### config.mk
export PLATFORM = sky130hd
export DESIGN_NAME = lsu_align_flat
export DESIGN_NICKNAME = d
export VERILOG_FILES = /design/src/rtl/lsu_align_if.sv /design/src/rtl/lsu_align.sv /design/src/flat_wrapper.sv
export SDC_FILE = /design/constraint.sdc
export NUM_CORES = 1
export LEC_CHECK = 0
export CAP_MARGIN = 20
export CORE_ASPECT_RATIO = 0.6
export CORE_MARGIN = 2
export CORE_UTILIZATION = 65
export DETAILED_ROUTE_END_ITERATION = 12
export DONT_BUFFER_PORTS = 1
export GPL_TIMING_DRIVEN = 0
export PLACE_DENSITY_LB_ADDON = 0.2
export SLEW_MARGIN = 20
export SYNTH_ARGS = -nofsm -noshare
export SYNTH_HDL_FRONTEND = slang
export SYNTH_SLANG_ARGS = --single-unit
### constraint.sdc
create_clock -name clk -period 7.82 [get_ports clk]
set_input_delay 1.564 -clock clk [delete_from_list [all_inputs] [get_ports clk]]
set_output_delay 1.564 -clock clk [all_outputs]
set_load 0.02 [all_outputs]
### src/rtl/lsu_align_if.sv
// Request/response and bus-beat signal bundle for the load/store alignment unit.
// "slave" is the alignment unit itself; "master" is the core plus bus side driving it.
interface lsu_align_if;
  // core request
  logic        req_valid;
  logic        req_ready;
  logic        req_wen;
  logic [31:0] req_addr;
  logic [31:0] req_wdata;
  logic [1:0]  req_size;
  logic        req_signed;
  // core response
  logic        rsp_valid;
  logic [31:0] rsp_rdata;
  logic        rsp_err;
  // bus beat channel
  logic        bus_valid;
  logic        bus_ready;
  logic        bus_wen;
  logic [31:0] bus_addr;
  logic [31:0] bus_wdata;
  logic [3:0]  bus_wstrb;
  logic        bus_rvalid;
  logic [31:0] bus_rdata;
  logic [1:0]  bus_resp;

  modport slave (
    input  req_valid, req_wen, req_addr, req_wdata, req_size, req_signed,
    input  bus_ready, bus_rvalid, bus_rdata, bus_resp,
    output req_ready, rsp_valid, rsp_rdata, rsp_err,
    output bus_valid, bus_wen, bus_addr, bus_wdata, bus_wstrb
  );

  modport master (
    output req_valid, req_wen, req_addr, req_wdata, req_size, req_signed,
    output bus_ready, bus_rvalid, bus_rdata, bus_resp,
    input  req_ready, rsp_valid, rsp_rdata, rsp_err,
    input  bus_valid, bus_wen, bus_addr, bus_wdata, bus_wstrb
  );
endinterface

### src/rtl/lsu_align.sv
// Load/store alignment unit: turns a byte/half/word access at any byte address
// into one or two word-aligned bus beats, and reassembles and extends load data.
module lsu_align #(
  parameter bit SPLIT_EN = 1'b1
) (
  input  logic        clk,
  input  logic        rst,
  lsu_align_if.slave  io
);

  typedef enum logic [2:0] {
    IDLE    = 3'd0,
    B0_REQ  = 3'd1,
    B0_WAIT = 3'd2,
    B1_REQ  = 3'd3,
    B1_WAIT = 3'd4,
    RESP    = 3'd5
  } state_t;

  state_t      state_reg, state_next;

  logic [31:0] addr_reg;
  logic [31:0] wdata_reg;
  logic [1:0]  size_reg;
  logic        wen_reg;
  logic        signed_reg;
  logic        err_reg;
  logic [31:0] beat0_reg;
  // only the low three bytes of the second beat can ever reach a load result
  logic [23:0] beat1_reg;

  // byte-lane mask of an access of the given size, before lane shifting
  function automatic logic [3:0] mask_of(input logic [1:0] size);
    case (size)
      2'd0:    mask_of = 4'b0001;
      2'd1:    mask_of = 4'b0011;
      default: mask_of = 4'b1111;
    endcase
  endfunction

  // true when the access spills past the end of its word
  function automatic logic crosses(input logic [1:0] off, input logic [1:0] size);
    logic [2:0] nbytes;
    case (size)
      2'd0:    nbytes = 3'd1;
      2'd1:    nbytes = 3'd2;
      default: nbytes = 3'd4;
    endcase
    crosses = (({1'b0, off} + nbytes) > 3'd4);
  endfunction

  logic        req_bad;
  logic        lat_cross;
  logic [31:0] beat0_addr;
  logic [31:0] beat1_addr;
  logic [7:0]  strb_wide;
  logic [63:0] wdata_wide;
  logic [31:0] ld_word;
  logic [31:0] ld_data;

  // request classification and beat field derivation from the latched request
  always_comb begin
    req_bad    = (io.req_size == 2'd3) ||
                 (!SPLIT_EN && crosses(io.req_addr[1:0], io.req_size));
    lat_cross  = crosses(addr_reg[1:0], size_reg);
    beat0_addr = {addr_reg[31:2], 2'b00};
    beat1_addr = beat0_addr + 32'd4;
    // low half feeds beat 0, high half feeds beat 1
    strb_wide  = {4'b0000, mask_of(size_reg)} << addr_reg[1:0];
    wdata_wide = {32'd0, wdata_reg} << {addr_reg[1:0], 3'b000};
  end

  // realign the captured beats to the request offset, then size and extend
  always_comb begin
    case (addr_reg[1:0])
      2'd0:    ld_word = beat0_reg;
      2'd1:    ld_word = {beat1_reg[7:0],  beat0_reg[31:8]};
      2'd2:    ld_word = {beat1_reg[15:0], beat0_reg[31:16]};
      default: ld_word = {beat1_reg[23:0], beat0_reg[31:24]};
    endcase
    case (size_reg)
      2'd0:    ld_data = {{24{signed_reg & ld_word[7]}},  ld_word[7:0]};
      2'd1:    ld_data = {{16{signed_reg & ld_word[15]}}, ld_word[15:0]};
      default: ld_data = ld_word;
    endcase
  end

  // state register; reset forces IDLE so bus_valid drops without waiting for a clock
  always_ff @(posedge clk or posedge rst) begin
    if (rst) begin
      state_reg <= IDLE;
    end else begin
      state_reg <= state_next;
    end
  end

  // next-state and all outputs, decoded from the current state
  always_comb begin
    state_next   = state_reg;
    io.req_ready = 1'b0;
    io.rsp_valid = 1'b0;
    io.rsp_rdata = 32'd0;
    io.rsp_err   = 1'b0;
    io.bus_valid = 1'b0;
    io.bus_wen   = 1'b0;
    io.bus_addr  = 32'd0;
    io.bus_wdata = 32'd0;
    io.bus_wstrb = 4'b0000;
    case (state_reg)
      IDLE: begin
        io.req_ready = 1'b1;
        if (io.req_valid) begin
          state_next = req_bad ? RESP : B0_REQ;
        end
      end
      B0_REQ: begin
        io.bus_valid = 1'b1;
        io.bus_wen   = wen_reg;
        io.bus_addr  = beat0_addr;
        io.bus_wdata = wen_reg ? wdata_wide[31:0] : 32'd0;
        io.bus_wstrb = wen_reg ? strb_wide[3:0] : 4'b0000;
        if (io.bus_ready) begin
          state_next = B0_WAIT;
        end
      end
      B0_WAIT: begin
        if (io.bus_rvalid) begin
          state_next = (lat_cross && (io.bus_resp == 2'd0)) ? B1_REQ : RESP;
        end
      end
      B1_REQ: begin
        io.bus_valid = 1'b1;
        io.bus_wen   = wen_reg;
        io.bus_addr  = beat1_addr;
        io.bus_wdata = wen_reg ? wdata_wide[63:32] : 32'd0;
        io.bus_wstrb = wen_reg ? strb_wide[7:4] : 4'b0000;
        if (io.bus_ready) begin
          state_next = B1_WAIT;
        end
      end
      B1_WAIT: begin
        if (io.bus_rvalid) begin
          state_next = RESP;
        end
      end
      RESP: begin
        io.rsp_valid = 1'b1;
        io.rsp_err   = err_reg;
        // failed accesses and stores return no data
        io.rsp_rdata = (wen_reg || err_reg) ? 32'd0 : ld_data;
        state_next   = IDLE;
      end
      default: begin
        state_next = IDLE;
      end
    endcase
  end

  // request latch, beat data capture and error accumulation
  always_ff @(posedge clk or posedge rst) begin
    if (rst) begin
      addr_reg   <= 32'd0;
      wdata_reg  <= 32'd0;
      size_reg   <= 2'd0;
      wen_reg    <= 1'b0;
      signed_reg <= 1'b0;
      err_reg    <= 1'b0;
      beat0_reg  <= 32'd0;
      beat1_reg  <= 24'd0;
    end else begin
      case (state_reg)
        IDLE: begin
          if (io.req_valid) begin
            addr_reg   <= io.req_addr;
            wdata_reg  <= io.req_wdata;
            size_reg   <= io.req_size;
            wen_reg    <= io.req_wen;
            signed_reg <= io.req_signed;
            err_reg    <= req_bad;
            beat0_reg  <= 32'd0;
            beat1_reg  <= 24'd0;
          end
        end
        B0_WAIT: begin
          if (io.bus_rvalid) begin
            beat0_reg <= io.bus_rdata;
            if (io.bus_resp != 2'd0) begin
              err_reg <= 1'b1;
            end
          end
        end
        B1_WAIT: begin
          if (io.bus_rvalid) begin
            beat1_reg <= io.bus_rdata[23:0];
            if (io.bus_resp != 2'd0) begin
              err_reg <= 1'b1;
            end
          end
        end
        default: begin
        end
      endcase
    end
  end

endmodule

### src/flat_wrapper.sv
// flat-port wrapper written by rule: the top's interface ports become plain ports
module lsu_align_flat 
#(
  parameter bit SPLIT_EN = 1'b1
)
  (clk, rst, io_req_valid, io_req_wen, io_req_addr, io_req_wdata, io_req_size, io_req_signed, io_bus_ready, io_bus_rvalid, io_bus_rdata, io_bus_resp, io_req_ready, io_rsp_valid, io_rsp_rdata, io_rsp_err, io_bus_valid, io_bus_wen, io_bus_addr, io_bus_wdata, io_bus_wstrb);
  lsu_align_if io_i ();
  input  logic clk;
  input  logic rst;
  input wire logic [$bits(io_i.req_valid)-1:0] io_req_valid;
  input wire logic [$bits(io_i.req_wen)-1:0] io_req_wen;
  input wire logic [$bits(io_i.req_addr)-1:0] io_req_addr;
  input wire logic [$bits(io_i.req_wdata)-1:0] io_req_wdata;
  input wire logic [$bits(io_i.req_size)-1:0] io_req_size;
  input wire logic [$bits(io_i.req_signed)-1:0] io_req_signed;
  input wire logic [$bits(io_i.bus_ready)-1:0] io_bus_ready;
  input wire logic [$bits(io_i.bus_rvalid)-1:0] io_bus_rvalid;
  input wire logic [$bits(io_i.bus_rdata)-1:0] io_bus_rdata;
  input wire logic [$bits(io_i.bus_resp)-1:0] io_bus_resp;
  output wire logic [$bits(io_i.req_ready)-1:0] io_req_ready;
  output wire logic [$bits(io_i.rsp_valid)-1:0] io_rsp_valid;
  output wire logic [$bits(io_i.rsp_rdata)-1:0] io_rsp_rdata;
  output wire logic [$bits(io_i.rsp_err)-1:0] io_rsp_err;
  output wire logic [$bits(io_i.bus_valid)-1:0] io_bus_valid;
  output wire logic [$bits(io_i.bus_wen)-1:0] io_bus_wen;
  output wire logic [$bits(io_i.bus_addr)-1:0] io_bus_addr;
  output wire logic [$bits(io_i.bus_wdata)-1:0] io_bus_wdata;
  output wire logic [$bits(io_i.bus_wstrb)-1:0] io_bus_wstrb;
  assign io_i.req_valid = io_req_valid;
  assign io_i.req_wen = io_req_wen;
  assign io_i.req_addr = io_req_addr;
  assign io_i.req_wdata = io_req_wdata;
  assign io_i.req_size = io_req_size;
  assign io_i.req_signed = io_req_signed;
  assign io_i.bus_ready = io_bus_ready;
  assign io_i.bus_rvalid = io_bus_rvalid;
  assign io_i.bus_rdata = io_bus_rdata;
  assign io_i.bus_resp = io_bus_resp;
  assign io_req_ready = io_i.req_ready;
  assign io_rsp_valid = io_i.rsp_valid;
  assign io_rsp_rdata = io_i.rsp_rdata;
  assign io_rsp_err = io_i.rsp_err;
  assign io_bus_valid = io_i.bus_valid;
  assign io_bus_wen = io_i.bus_wen;
  assign io_bus_addr = io_i.bus_addr;
  assign io_bus_wdata = io_i.bus_wdata;
  assign io_bus_wstrb = io_i.bus_wstrb;
  lsu_align #(.SPLIT_EN(SPLIT_EN)) u_core (.clk(clk), .rst(rst), .io(io_i));
endmodule
# --- Word-level counts from Yosys, hierarchy flattened ---
# Index checks and enable logic that the tools add are counted.
op_classes:
  eq_ne: 16
  addsub: 2
  n_mux: 36
  bitwise_logic: 2
  n_reduce_logical: 17
  shifts: 2
  n_lt_le_gt_ge: 1
ops:
  columns: ["operator", "n"]
  rows:
  - ["$pmux 32 s2", 4]
  - ["$mux 32", 6]
  - ["$pmux 32 s3", 1]
  - ["$shl 32x5->64", 1]
  - ["$mux 24", 2]
  - ["$pmux 24 s2", 1]
  - ["$add 32x3->32 const B", 1]
  - ["$mux 3", 7]
  - ["$pmux 4 s2", 2]
  - ["$pmux 3 s5", 1]
  - ["$ne 2x2->1 const B", 5]
  - ["$mux 1", 8]
  - ["$mux 4", 2]
  - ["$reduce_bool 2->1", 4]
  - ["$shl 4x2->8", 1]
  - ["$eq 3x2->1 const B", 2]
  - ["$eq 3x3->1 const B", 2]
  - ["$logic_not 2->1", 3]
  - ["$pmux 3 s2", 1]
  - ["$reduce_and 3->1", 2]
  - ["$reduce_and 5->1", 1]
  - ["$eq 2x1->1 const B", 2]
  - ["$eq 2x2->1 const B", 2]
  - ["$ne 2x1->1 const B", 2]
  - ["other kinds (11)", 13]
word_totals:
  input_bits: 107
  elab_cells: 85
  output_inout_bits: 105
  reg_bits: 128

# --- Longest topological paths before layout ---
# Gate-level depths: netlist of run 1.
depth:
  word_depth: 8
  ltp_mapped: 11
  mapped_depth_nobuf: 9

# --- Worst setup path after synthesis of run 1 ---
# OpenSTA, ideal clock, no wires.
synth_timing:
  path_type: "flip-flop to output port"
  start: "register u_core.state_reg[2]"
  end: "output io_bus_wstrb[3]"
  path_stages_with_launch: 6
  n_path_buf: 1
  setup_slack_ns: 3.943
  t_required_ns: 6.256
  arrival_ns: 2.313
  path_cell_list: "dfrtp_1 buf_2 nand2b_2 inv_1 nand2_1 a2111oi_0"
synth_via:
  elab_chain_len: 2
  elab_cells_between_ends: 3
  classes_between: "eq/ne: 2; mux: 1"
synth_rtl:
  columns: ["element", "line_no", "source"]
  rows:
  - ["start, declared", "lsu_align.sv:20", "state_t state_reg, state_next;"]
  - ["start signal, assigned", "lsu_align.sv:93", "state_reg <= state_next;"]
  - ["$eq 3x2->1 / $eq 3x1->1 (equally long branches)", "lsu_align.sv:109", "case (state_reg)"]
  - ["$pmux 4 s2 (*)", "lsu_align.sv:109", null]
  - ["end, declared", "flat_wrapper.sv:28", "output wire logic [$bits(io_i.bus_wstrb)-1:0] io_bus_wstrb;"]
# Mark *: on every way between the ends. The rest lies on a longest branch, timed or not.

# --- Worst setup path in the final report of run 1 ---
layout_timing:
  start: "register u_core.state_reg[2]"
  end: "output io_bus_wdata[26]"
layout_via:
  elab_chain_len: 2
  elab_cells_between_ends: 3
  classes_between: "eq/ne: 2; mux: 1"
layout_rtl:
  columns: ["element", "line_no", "source"]
  rows:
  - ["$eq 3x2->1 / $eq 3x1->1 (equally long branches)", "lsu_align.sv:109", null]
  - ["$pmux 32 s2 (*)", "lsu_align.sv:109", null]
  - ["end, declared", "flat_wrapper.sv:27", "output wire logic [$bits(io_i.bus_wdata)-1:0] io_bus_wdata;"]
# Marked as above.

==> results of run 1 <==
==> metrics by stage <==
| stage | worst slack, ps | cells | total power, mW | util, % | cell area, um^2 |
|---|---|---|---|---|---|
| 2_1_floorplan | 2840 | 847 | 2.59 | - | 8000 |
| 3_3_place_gp | 1640 | 1012 | 3.01 | 68.3 | 8210 |
| 3_5_place_dp | 3800 | 1013 | 3.11 | 68.6 | 8250 |
| 4_1_cts | 3310 | 1045 | 3.97 | 73.7 | 8860 |
| 5_1_grt | 3130 | 1045 | 4.23 | 73.7 | 8860 |
| 6_report | 3200 | 1045 | 4.05 | 73.7 | 8860 |
==> synth_stat cells (8+ instances only) <==
cell type	n	share of area, %
or4_1	8	0.75
a21oi_1	52	3.3
nand3_1	13	0.81
mux2_2	66	9.3
nor2_1	39	1.8
xor2_1	8	0.88
nand4_1	9	0.70
inv_1	11	0.52
mux2i_1	37	4.6
buf_2	22	1.4
clkbuf_1	35	1.6
dfrtp_1	128	40
mux4_2	29	8.2
o2bb2ai_1	8	0.88
o31ai_1	8	0.75
a22o_1	8	0.88
and3_1	19	1.5
o21ai_0	77	4.8
o22ai_1	13	1.0
nand2_1	181	8.5
==> per-layer routing <==
layer,wire length [um],vias to the layer above
met1,10300,3566
met4,788,0
met2,11200,604
met3,4200,95
li1,-,3103
met5,0,-
==> cells in the final DEF, fill, tap and decap left out, drive strengths merged, types with 3 or more instances in the layout <==
| cell type | Yosys | layout |
|---|---|---|
| xor2 | 8 | 8 |
| nor4 | 3 | 3 |
| nor2 | 40 | 40 |
| nand3 | 13 | 13 |
| buf | 30 | 31 |
| a21oi | 52 | 52 |
| ha | 3 | 3 |
| or3 | 5 | 5 |
| clkinv | 1 | 5 |
| bufinv | 0 | 3 |
| clkbuf | 37 | 56 |
| a22o | 8 | 8 |
| mux4 | 29 | 29 |
| and4 | 5 | 5 |
| o21ai | 77 | 77 |
| xnor2 | 6 | 6 |
| inv | 11 | 16 |
| nor3 | 4 | 4 |
| and3 | 19 | 19 |
| or4 | 8 | 8 |
| nor3b | 5 | 5 |
| nand4 | 11 | 11 |
| o31ai | 8 | 8 |
| nand2 | 181 | 181 |
| o2bb2ai | 8 | 8 |
| mux2i | 37 | 37 |
| o22ai | 13 | 13 |
| mux2 | 66 | 66 |
| dfrtp | 128 | 128 |
==> logic make-up (layout without fill, tap and decap cells) <==
group                      after synthesis  in the layout
AOI/OAI and AO/OA                      186            186
xor gates and xnor gates                14             14
DFF                                    128            128
buffers and inverters                   79            112
muxes                                  132            132
adders and majority gates                4              4
and+or+nand+nor                        302            302
other                                    1              2
==> final timing paths <==
| path | from | end | slack [ps] | depth (start not counted) |
|---|---|---|---|---|
| setup / recovery | u_core.state_reg[2]$_DFFE_PP0P_ | io_bus_wdata[26] | 3200 | 7 |
| hold / removal | u_core.beat1_reg[16]$_DFFE_PP0P_ | u_core.beat1_reg[16]$_DFFE_PP0P_ | 490 | 2 |
| setup reg to reg | u_core.addr_reg[1]$_DFFE_PP0P_ | u_core.state_reg[2]$_DFFE_PP0P_ | 4760 | 9 |
| hold reg to reg | u_core.beat1_reg[16]$_DFFE_PP0P_ | u_core.beat1_reg[16]$_DFFE_PP0P_ | 490 | 2 |
| max in group asynchronous | rst | u_core.addr_reg[28]$_DFFE_PP0P_ | 6010 | 2 |
| min in group asynchronous | rst | u_core.wdata_reg[11]$_DFFE_PP0P_ | 1040 | 1 |
==> power groups by stage <==
stage / logic, mW / registers, mW / clock network [mW]
after floorplan: 1.44 / 1.15 / 0
after global placement: 1.75 / 1.25 / 0
after detailed placement: 1.83 / 1.28 / 0
after CTS: 1.85 / 1.28 / 0.842
after global routing: 2.02 / 1.33 / 0.873
final: 1.90 / 1.31 / 0.842
==> critical path: cells and delay by family, from the launching register on <==
family / cells / cell delay [ps]
flops: 1 / 410
buf+inv: 3 / 950
simple gates: 4 / 1280
==> layout make-up <==
cell class	instances	area [um^2]
well taps	165	206
inverters	12	50.0
clock inverters	13	176
clock buffers	19	443
plain buffers	67	312
repair buffers	1	27.5
flip-flops and latches	128	3200
multi-input cells	640	4450
fillers	857	3160
==> results.cfg, run 1 <==
[status]
status = finished clean

[yosys]
synth_top_family_by_area = multiplexers
avgSynthCellArea_um2 = 9.45
synthAdderAreaFrac_pct = 0.720
synth.mux.area_fraction_pct = 22.1
ys_types = 61
synth_edf_count = 0
synth_compound_area_share_pct = 13.7
synth-seq-cells = 128
ys_warn_count = 0
syn_area_um2 = 8000
async_reset_ff_share_pct = 100
synth-main-ff-cell = dfrtp_1
synth_xor_area_share_pct = 1.53
postSynthCellCount = 846
synth_simple_gate_area_share_pct = 17.4
ys_seq_area_share_pct = 40.1

[routing]
wl_per_cell_um = 25.4
routed_via_density = 7.05
drc = 0
drt_iter0_drc = 990
vias = 7368
drt_wl_total_mm = 26.5
detail-route-antenna-nets = 0
drt_pass1_iterations = 6

[floorplan]
start_util_pct = 66.5
coreArea_um2 = 12000
die_w_um = 147
die-area_um2 = 13200
ios = 212
die_h_um = 89.9
num_rows = 31

[worst_setup_path]
required_ps = 6260
path_class = reg2out
cp-end-kind = primary output
cp-start-kind = flop
path_cells = buf_2 -> nand2b_2 -> inv_1 -> nand2_1 -> nor2_2 -> clkbuf_1 -> and3_1
cp.arrival_ps = 3050
max_stage_delay_ps = 410
worstPathMaxFanout = 10
slowest_stage = dfrtp_1

[layout]
syn2layout_area_growth_pct = 10.9
drive_gt1_share_pct = 19.1
antenna_cells = 0
nets = 978

[clock_network]
clockBufferDepth = 2
post_cts_buffers = 0
clk_pin_slew_ps = 60
clock_latency_ps = 420
htree_levels = 4
cts_sinks = 128
cts_hold_buf = 0
cts_resized = 0
cts_tree = done
clock-root-buffer = clkbuf_16
cts_buffers = 17

[power]
power_switching_mw = 1.89
p_per_area_nw_per_um2 = 456
power_frac_clock_pct = 20.8
seqPwrFrac_pct = 32.3
p_sw_share_pct = 46.7
ir_drop_mv = 0.300
power_frac_comb_pct = 46.9
p_int_mw = 2.16
leakage_nw = 3.56

[sta]
fmax_ghz = 0.217
setup-violations-final = 0
period_needed_ps = 4620
worstMarginPinSlew_ps = 1060
slew_headroom_pct = 29.4
finalCritPeriodShare_pct = 59.0
rsz0062_at_grt = false
finalHoldViolations = 0
fin_tns_setup_ps = 0
skew_ps = 10.6
whs_ps = 489
slew_violations = 0

[place]
gp_congestion = 1.02
portBuffers = 0
hpwlAfterDp_mm = 18.9

[global_routing]
grt_pass1_vias = 7068
gr-usage-met2_pct = 56.9
gr-max-usage-layer = met2
grt_overflow = 0
antenna_found_initial = 0
gr-usage-all-layers_pct = 40.2
grt_pass1_wl_mm = 40.6
gr-usage-met1_pct = 55.4
grt_start_max_net_pins = 80
use_met3_pct = 18.9

[run]
maxCapViolCount = 0

[min_path]
min-delay-path-class = reg2reg
Power figures use the tool's default switching activity.
==> inputs of run 2 (changes only) <==
Clock period 7.82 ns to 4.7 ns, I/O delays scaled along.
==> results of run 2 <==
The final DEF is identical to that of run 1. Status: finished clean.
Main changes from that run: setup slack after placement 3800 ps -> 1300 ps; setup slack after layout 3200 ps -> 707 ps; hold slack 489 ps -> 415 ps; register-to-register setup slack 4760 ps -> 1640 ps; total power 4.05 mW -> 6.73 mW; worst IR drop on VDD 0.300 mV -> 0.499 mV
==> inputs of run 3 (changes only) <==
Settings changed: CORE_UTILIZATION 65 to 58.
Clock period 4.7 ns to 3.4 ns, I/O delays scaled along.
==> results.cfg, run 3 (same netlist as run 1, synthesis figures left out) <==
[routing]
drc = 0
drt_pass1_iterations = 7
vias = 7331
drt_iter0_drc = 1143
detail-route-antenna-nets = 0
routed_via_density = 6.91
wl_per_cell_um = 25.4
drt_wl_total_mm = 27.0

[status]
status = finished clean

[sta]
slew_violations = 0
slew_headroom_pct = 36.8
period_needed_ps = 3350
finalCritPeriodShare_pct = 98.6
whs_ps = 170
fin_ws_ps = 46.8
worstMarginPinSlew_ps = 948
finalHoldViolations = 0
fmax_ghz = 0.298
rsz0062_at_grt = true
skew_ps = 12.8
setup-violations-final = 0

[floorplan]
start_util_pct = 59.0
coreArea_um2 = 13500
die_w_um = 156
num_rows = 33
die-area_um2 = 14800
ios = 212
die_h_um = 95.0

[power]
total_power_mw = 9.53
leakage_nw = 3.63
ir_drop_mv = 0.495
p_per_area_nw_per_um2 = 1040

[worst_setup_path]
reg2reg_slack_ps = 430
slowest_stage = a21oi_1
crit_path_end = io_rsp_rdata[17]
worstSetupStartpoint = u_core.state_reg[0]$_DFFE_PP0P_
worstPathMaxFanout = 10
path_depth = 6
path_class = reg2out
reg2reg_from = u_core.addr_reg[1]$_DFFE_PP0P_
cpLargestDelayFamily = buffers and inverters
max_stage_delay_ps = 470
critPathBufInv = 3
cp-start-kind = flop
cp.arrival_ps = 2670
cp-end-kind = primary output
path_cells = buf_2 -> and3b_1 -> clkbuf_2 -> nand2_1 -> clkbuf_1 -> a21oi_1
required_ps = 2720
r2r-end = u_core.state_reg[2]$_DFFE_PP0P_
rr_worst_depth = 9

[clock_network]
cts_hold_buf = 0
clock_latency_ps = 420
cts_sinks = 128
cts_tree = done
clockBufferDepth = 2
clock-root-buffer = clkbuf_16
clk_pin_slew_ps = 60
htree_levels = 4
cts_buffers = 17

[global_routing]
grt_pass1_vias = 6932
grt_start_max_net_pins = 34
grt_pass1_wl_mm = 40.4
grt_overflow = 0
antenna_found_initial = 2
gr-usage-all-layers_pct = 36.7

[layout]
final_cell_area_um2 = 9170
drive_gt1_share_pct = 23.2
final_cell_mix = nand2_1 (179), dfrtp_1 (128), o21ai_0 (77), mux2_2 (66), a21oi_1 (40)
final_common_cell = nand2_1
fillers = 1045
syn2layout_area_growth_pct = 14.6
fin_util_pct = 67.7
nets = 982

[place]
portBuffers = 0
hpwlAfterDp_mm = 19.6
preCtsSetupSlack_ps = 202
placed_area_um2 = 8320
gp_congestion = 0.997

[min_path]
min-delay-path-class = in2async

[run]
maxCapViolCount = 0
[run 3: cell types whose count changed in the layout (fill, tap and decap cells not counted), sizes merged]
cell	previous run	this run
buf	31	35
clkbuf	56	58
clkinv	5	4
bufinv	3	4
clkinvlp	1	4
diode	0	2
inv	16	11
[run 3: how the worst min path moves through the flow]
stage | from | to | slack [ps] | cells after the start
final | rst | u_core.wdata_reg[5]$_DFFE_PP0P_ | 170 | 1
after floorplan | u_core.beat1_reg[16]$_DFFE_PP0P_ | u_core.beat1_reg[16]$_DFFE_PP0P_ | 440 | 2
after global placement | u_core.beat1_reg[18]$_DFFE_PP0P_ | u_core.beat1_reg[18]$_DFFE_PP0P_ | 460 | 2
after detailed placement | u_core.beat0_reg[5]$_DFFE_PP0P_ | u_core.beat0_reg[5]$_DFFE_PP0P_ | 470 | 2
after global routing | rst | u_core.wdata_reg[5]$_DFFE_PP0P_ | 190 | 1
after CTS | rst | u_core.wdata_reg[5]$_DFFE_PP0P_ | 170 | 1
[run 3: stage by stage]
step | setup TNS [ps] | std cells
after floorplan | 0 | 847
after global placement | -140 | 1022
after detailed placement | 0 | 1026
after CTS | 0 | 1058
after global routing | -758 | 1060
final | 0 | 1061
[run 3: power by group]
| group | internal (mW) | switching, mW | leakage, nW |
|---|---|---|---|
| registers | 2.17 | 0.792 | 1.63 |
| clock network | 1.31 | 0.735 | 0.316 |
| logic | 1.66 | 2.86 | 1.69 |
[run 3: per-layer routing]
layer	share of wire (%)	GRT usage (%)	vias to the layer above
met1	41	53.1	3604
met3	14	13.6	72
li1	-	-	3097
met2	42	50.9	558
met5	0	0	-
met4	2.5	12.1	0
[run 3: repair_timing]
| item | 4_1_cts | 5_1_grt |
|---|---|---|
| buffers inserted | 0 | 1 |
| resized for setup | 19 | 19 |
| endpoints found under the setup margin | 44 | 30 |
| pin swaps | 0 | 1 |
[run 3: cell type report]
cell class	instances	area [um^2]	share of cell area [%]
Timing Repair Buffer	5	95.1	1.04
Clock buffer	21	480	5.24
Tap cell	175	219	2.39
Inverter	12	52.6	0.573
Antenna cell	2	5.00	0.0546
Clock inverter	11	175	1.91
Sequential cell	128	3200	34.9
Multi-Input combinational cell	640	4620	50.4
Buffer	67	315	3.44
